File: src/rtl/dm_pkg.sv
// rtl/dm_pkg.sv - shared constants, state encoding and helpers for the DM arbiter
package dm_pkg;

  localparam logic [2:0] SIZE_NONE = 3'd0;
  localparam logic [2:0] SIZE_BYTE = 3'd1;
  localparam logic [2:0] SIZE_HALF = 3'd2;
  localparam logic [2:0] SIZE_WORD = 3'd4;

  localparam int PORT_MEM = 0;
  localparam int PORT_DBG = 1;

  typedef enum logic [1:0] {
    ST_IDLE = 2'd0,
    ST_OWN0 = 2'd1,
    ST_OWN1 = 2'd2
  } state_e;

  // Only byte, half and word accesses exist on the DM.
  function automatic logic size_ok(input logic [2:0] size);
    return (size == SIZE_BYTE) || (size == SIZE_HALF) || (size == SIZE_WORD);
  endfunction

endpackage

File: src/rtl/dm_load_ext.sv
// rtl/dm_load_ext.sv - selects the low bytes of a DM word and zero/sign extends them
module dm_load_ext
  import dm_pkg::*;
(
  input  logic [31:0] word_i,
  input  logic [2:0]  size_i,
  input  logic        sign_i,
  output logic [31:0] ext_o
);

  // Byte and half loads replicate their top bit only when a signed load is requested.
  always_comb begin
    ext_o = word_i;
    case (size_i)
      SIZE_BYTE: ext_o = {{24{sign_i & word_i[7]}}, word_i[7:0]};
      SIZE_HALF: ext_o = {{16{sign_i & word_i[15]}}, word_i[15:0]};
      SIZE_WORD: ext_o = word_i;
      default:   ext_o = word_i;
    endcase
  end

endmodule

File: src/rtl/dm_arbiter.sv
// rtl/dm_arbiter.sv - round-robin two-port arbiter with lock for the single-port data memory
module dm_arbiter
  import dm_pkg::*;
#(
  parameter int ADDRESS_WIDTH = 10,
  parameter int LOCK_MAX      = 16
) (
  input  logic        clk,
  input  logic        reset,
  input  logic [1:0]  req_valid,
  output logic [1:0]  req_ready,
  input  logic [1:0]  req_we,
  input  logic [1:0]  req_signed,
  input  logic [1:0]  req_lock,
  input  logic [5:0]  req_size,
  input  logic [63:0] req_addr,
  input  logic [63:0] req_wdata,
  output logic [1:0]  rsp_valid,
  output logic        rsp_err,
  output logic [31:0] rsp_rdata,
  output logic [31:0] dm_address,
  output logic [31:0] dm_data_in,
  output logic [2:0]  dm_size,
  input  logic [31:0] dm_data_out
);

  localparam int              CW        = (LOCK_MAX > 1) ? $clog2(LOCK_MAX) : 1;
  localparam logic [CW-1:0]   IDLE_LAST = CW'(LOCK_MAX - 1);
  localparam logic [32:0]     MEM_BYTES = 33'd1 << ADDRESS_WIDTH;

  state_e        state_q, state_d;
  logic          last_grant_q, last_grant_d;
  logic [CW-1:0] idle_cnt_q, idle_cnt_d;
  logic [1:0]    rsp_valid_q, rsp_valid_d;
  logic          rsp_err_q, rsp_err_d;
  logic [31:0]   rsp_rdata_q, rsp_rdata_d;

  logic [1:0]    ready;
  logic          accept;
  logic          sel;
  logic          sel_we;
  logic          sel_signed;
  logic          sel_lock;
  logic [2:0]    sel_size;
  logic [31:0]   sel_addr;
  logic [31:0]   sel_wdata;
  logic [32:0]   end_addr;
  logic          legal;
  logic          do_write;
  logic [31:0]   load_val;

  // Grant: owner only while locked, otherwise round-robin with the last winner losing ties.
  // Nothing is granted while reset is held so no transfer can slip in.
  always_comb begin
    ready = 2'b00;
    if (!reset) begin
      case (state_q)
        ST_IDLE: begin
          if (req_valid == 2'b11) ready[~last_grant_q] = 1'b1;
          else                    ready = req_valid;
        end
        ST_OWN0: ready[PORT_MEM] = 1'b1;
        ST_OWN1: ready[PORT_DBG] = 1'b1;
        default: ready = 2'b00;
      endcase
    end
  end

  // Mux the granted port's request fields and judge legality without address wrap.
  always_comb begin
    accept     = |(ready & req_valid);
    sel        = ready[PORT_DBG];
    sel_we     = sel ? req_we[1]         : req_we[0];
    sel_signed = sel ? req_signed[1]     : req_signed[0];
    sel_lock   = sel ? req_lock[1]       : req_lock[0];
    sel_size   = sel ? req_size[5:3]     : req_size[2:0];
    sel_addr   = sel ? req_addr[63:32]   : req_addr[31:0];
    sel_wdata  = sel ? req_wdata[63:32]  : req_wdata[31:0];
    end_addr   = {1'b0, sel_addr} + {30'b0, sel_size};
    legal      = size_ok(sel_size) && (end_addr <= MEM_BYTES);
    do_write   = accept && sel_we && legal;
  end

  dm_load_ext u_load_ext (
    .word_i (dm_data_out),
    .size_i (sel_size),
    .sign_i (sel_signed),
    .ext_o  (load_val)
  );

  // DM is driven only in the accept cycle; loads present the address with size 0.
  always_comb begin
    dm_address = accept   ? sel_addr  : 32'd0;
    dm_data_in = do_write ? sel_wdata : 32'd0;
    dm_size    = do_write ? sel_size  : SIZE_NONE;
  end

  // Ownership, round-robin pointer and the watchdog that frees a stalled lock.
  always_comb begin
    state_d      = state_q;
    last_grant_d = last_grant_q;
    idle_cnt_d   = idle_cnt_q;
    if (accept) begin
      last_grant_d = sel;
      idle_cnt_d   = '0;
      if (sel_lock) state_d = sel ? ST_OWN1 : ST_OWN0;
      else          state_d = ST_IDLE;
    end else if (state_q != ST_IDLE) begin
      // Owner is always ready, so no accept here means the owner is not requesting.
      if (idle_cnt_q == IDLE_LAST) begin
        state_d    = ST_IDLE;
        idle_cnt_d = '0;
      end else begin
        idle_cnt_d = idle_cnt_q + CW'(1);
      end
    end
  end

  // Response for an accept is captured at the end of its cycle and shown for one cycle.
  always_comb begin
    rsp_valid_d = 2'b00;
    rsp_err_d   = 1'b0;
    rsp_rdata_d = 32'd0;
    if (accept) begin
      rsp_valid_d = sel ? 2'b10 : 2'b01;
      rsp_err_d   = ~legal;
      rsp_rdata_d = (legal && !sel_we) ? load_val : 32'd0;
    end
  end

  // State and response registers.
  always_ff @(posedge clk) begin
    if (reset) begin
      state_q      <= ST_IDLE;
      last_grant_q <= 1'b1;
      idle_cnt_q   <= '0;
      rsp_valid_q  <= 2'b00;
      rsp_err_q    <= 1'b0;
      rsp_rdata_q  <= 32'd0;
    end else begin
      state_q      <= state_d;
      last_grant_q <= last_grant_d;
      idle_cnt_q   <= idle_cnt_d;
      rsp_valid_q  <= rsp_valid_d;
      rsp_err_q    <= rsp_err_d;
      rsp_rdata_q  <= rsp_rdata_d;
    end
  end

  // A response pending when reset arrives is dropped rather than shown.
  always_comb begin
    req_ready = ready;
    rsp_valid = reset ? 2'b00 : rsp_valid_q;
    rsp_err   = reset ? 1'b0  : rsp_err_q;
    rsp_rdata = reset ? 32'd0 : rsp_rdata_q;
  end

endmodule

File: config.mk
export PLATFORM = sky130hd
export DESIGN_NAME = dm_arbiter
export DESIGN_NICKNAME = d
export VERILOG_FILES = /design/src/rtl/dm_pkg.sv /design/src/rtl/dm_load_ext.sv /design/src/rtl/dm_arbiter.sv
export SDC_FILE = /design/constraint.sdc
export NUM_CORES = 1
export LEC_CHECK = 0
export ABC_AREA = 1
export BUFFER_PORTS_ARGS = -buffer_cell sky130_fd_sc_hd__buf_4
export CAP_MARGIN = 20
export CORE_AREA = 2 2 108 110
export CTS_BUF_LIST = sky130_fd_sc_hd__clkbuf_4
export DETAILED_ROUTE_END_ITERATION = 10
export DIE_AREA = 0 0 110 112
export GPL_TIMING_DRIVEN = 0
export PLACE_DENSITY = 0.8
export SYNTH_ARGS = -nofsm -noshare
export SYNTH_HDL_FRONTEND = slang
export SYNTH_SLANG_ARGS = --single-unit
export TNS_END_PERCENT = 50
File: constraint.sdc
create_clock -name clk -period 15.7 [get_ports clk]
set_input_delay 3.14 -clock clk [delete_from_list [all_inputs] [get_ports clk]]
set_output_delay 3.14 -clock clk [all_outputs]
set_load 0.01 [all_outputs]
==> flow_summary.ini <==
[run_status]
status = complete, no violations

[setup_path]
cp-start-kind = input pin
slowest_delay_ns = 0.41
path_class = input pin to output port
cp_data_required_time_ns = 12.56
crit_top_cell = nand2_1
slowest_stage = buf_1
crit_arrival_ns = 7.73
cp_max_fo = 10
end_kind = output port

[floorplanning]
die_h_um = 112
dieArea_um2 = 12300
core_um2 = 11200
initial_utilization_pct = 43.1
die_x_um = 110
num_rows = 39
io_pins = 280

[clocking]
numClockSinks = 42
root_buffer = clkbuf_4
cts_buffer_depth = 2
cts_hold_buf = 0
clk_pin_slew_worst_paths_ns = 0.10
post_cts_resized = 0
post_cts_buffers = 0
clk_latency_ns = 0.35
cts_buffers = 5
cts_tree = yes
htreeDepth = 2

[synth]
synthTopCellsByArea = nand2_1 (21%), dfxtp_1 (17%), inv_1 (12%), nor2_1 (10%), mux2i_1 (6.7%)
synth_cell_types = 35
synth_top_area_share_pct = 21.3
synth_ff_type = dfxtp_1
yosysMostFrequentCell = nand2_1
synth-compound-area-share_pct = 5.12
syn-num-nets = 1063
seq_area_frac_synth_pct = 17.5
synthCells = 882
synthArstFlopShare_pct = 0
yosys.area.top_type = nand2_1
synth_top_family_by_area = simple AND/OR/NAND/NOR gates
yosys_warnings = 0
synth-xor-area-share_pct = 1.09
synthSimpleGateAreaFrac_pct = 51.3
yosys-top-cells-count = nand2_1 (273), inv_1 (158), nor2_1 (134), nand3_1 (64), dfxtp_1 (42)
synth_edf_count = 0
synth_seq_cells = 42
avgSynthCellArea_um2 = 5.46
synth_mux_area_share_pct = 6.66
synthAdderAreaFrac_pct = 1.46
syn_area_um2 = 4810

[route]
vias = 6255
finalWirelength_mm = 18.2
drc = 0
postRouteAntennaNets = 0
dr.pass1.iters = 5
drt_iter0_drc = 478
avgRoutedWirePerCell_um = 13.9
drt-vias-per-instance = 4.77

[power_and_ir_drop]
p_int_mw = 0.209
power.switching_mw = 0.125
p_leak_nw = 4.31
powerDensity_nw_per_um2 = 46.7
clkPwrFrac_pct = 19.6
swShare_pct = 37.5
comb_power_share_pct = 48.1
ir_drop_v = 0.0000462
p_seq_share_pct = 32.3

[global_routing]
grt_overflow_total = 0
antenna_found_initial = 0
grt_max_degree = 13
grt_pass1_wl_mm = 28.0
grt_use_total_pct = 28.6
grt_pass1_vias = 5805

[sta]
min_period_ns = 10.87
finClkSkew_ns = 0.0186
slew_headroom_pct = 53.2
tns_ns = 0
timing.final.crit_share_pct = 69.3
rsz0062_at_grt = false
setup_violations = 0
slew_violations = 0
fmax_mhz = 92.0
tightestPinTransition_ns = 0.702
final-hold-violation-count = 0

[cells_and_area]
drive_above_1_share_pct = 30.8
insertedDiodeCount = 0
final_cells = 1311
syn_to_final_growth_pct = 48.7
finalNetCount = 1349

[flow_run]
drv_cap = 0

[min_path]
hp-class = flip-flop to flip-flop

[placement]
hpwl_mm = 15.5
place_congestion = 0.949
io_buffer_count = 279
dp.cells = 1304
## cells in the final DEF, fill, tap and decap left out, drive strengths merged
cell type,n
clkinv,1
nand4,11
buf,300
dfxtp,42
nor3,3
inv,162
ha,4
a31oi,2
nand3,66
a211oi,2
clkbuf,17
xor2,5
o21ai,17
nand2,276
nand3b,20
mux2i,32
bufinv,1
fa,1
xnor2,1
nor3b,1
and2,1
a21oi,26
nor2,177
## flip-flops by register name, summed over array words and instances, names as in the netlist
name and cells:
rsp_valid_q 2, last_grant_q 1, idle_cnt_q 4, rsp_rdata_q 32, state_q 2, rsp_err_q 1
## worst paths after layout
kind                start               to  slack [ns]  depth (start not counted)
min          last_grant_q     last_grant_q        0.47                          2
max          req_valid[1]       dm_size[1]        4.83                         29
max reg2reg  last_grant_q  rsp_rdata_q[10]       11.09                         28
min reg2reg  last_grant_q     last_grant_q        0.47                          2
## metrics by stage
stage | setup WS (ns) | power (mW) | instance area [um2] | hold WS (ns) | utilization [%]
final | 4.83 | 0.334 | 7160 | 0.474 | 64.0
after global placement | 4.92 | 0.267 | 7090 | 0.456 | 63.4
after global routing | 4.51 | 0.355 | 7160 | 0.512 | 64.0
after CTS | 4.88 | 0.333 | 7160 | 0.475 | 64.0
after detailed placement | 4.89 | 0.269 | 7090 | 0.459 | 63.4
after floorplan | 6.03 | 0.201 | 4810 | 0.438 | -
## per-layer routing
| metal | global-route usage [%] | up-vias | part of all wire, % |
|---|---|---|---|
| met4 | 6.08 | 0 | 1.4 |
| met5 | 0 | - | 0 |
| met2 | 49.2 | 259 | 49 |
| li1 | - | 3245 | - |
| met1 | 37.3 | 2731 | 42 |
| met3 | 4.63 | 20 | 7.9 |
## worst max-delay path, delay by kind of cell
family | cells | cell delay [ns]
AO/OA/AOI/OAI | 1 | 0.07
adder cells (fa/ha/maj) | 2 | 0.59
buffers and inverters | 9 | 1.60
AND/OR/NAND/NOR | 17 | 2.31
## cell type report
cell class	instances	area (um2)
Buffer	33	206
Clock buffer	5	37.5
Clock inverter	2	33.8
Fill cell	1097	4020
Inverter	162	608
Multi-Input combinational cell	645	3160
Sequential cell	42	841
Tap cell	143	179
Timing Repair Buffer	279	2090
## logic make-up (layout without fill, tap and decap cells)
group,count (synthesis),in the layout
AOI/OAI and AO/OA,47,47
xor gates and xnor gates,6,6
adders and majority gates,5,5
buffers and inverters,195,481
DFF,42,42
muxes,32,32
and+or+nand+nor,555,555
## power by group through the flow
stage | registers (mW) | logic [mW] | clock network, mW
final | 0.108 | 0.161 | 0.0655
after global routing | 0.108 | 0.178 | 0.0696
after CTS | 0.108 | 0.159 | 0.0657
after detailed placement | 0.110 | 0.159 | 0
after global placement | 0.110 | 0.157 | 0
after floorplan | 0.110 | 0.0905 | 0
Note: power is estimated with default switching activity, not from simulation.
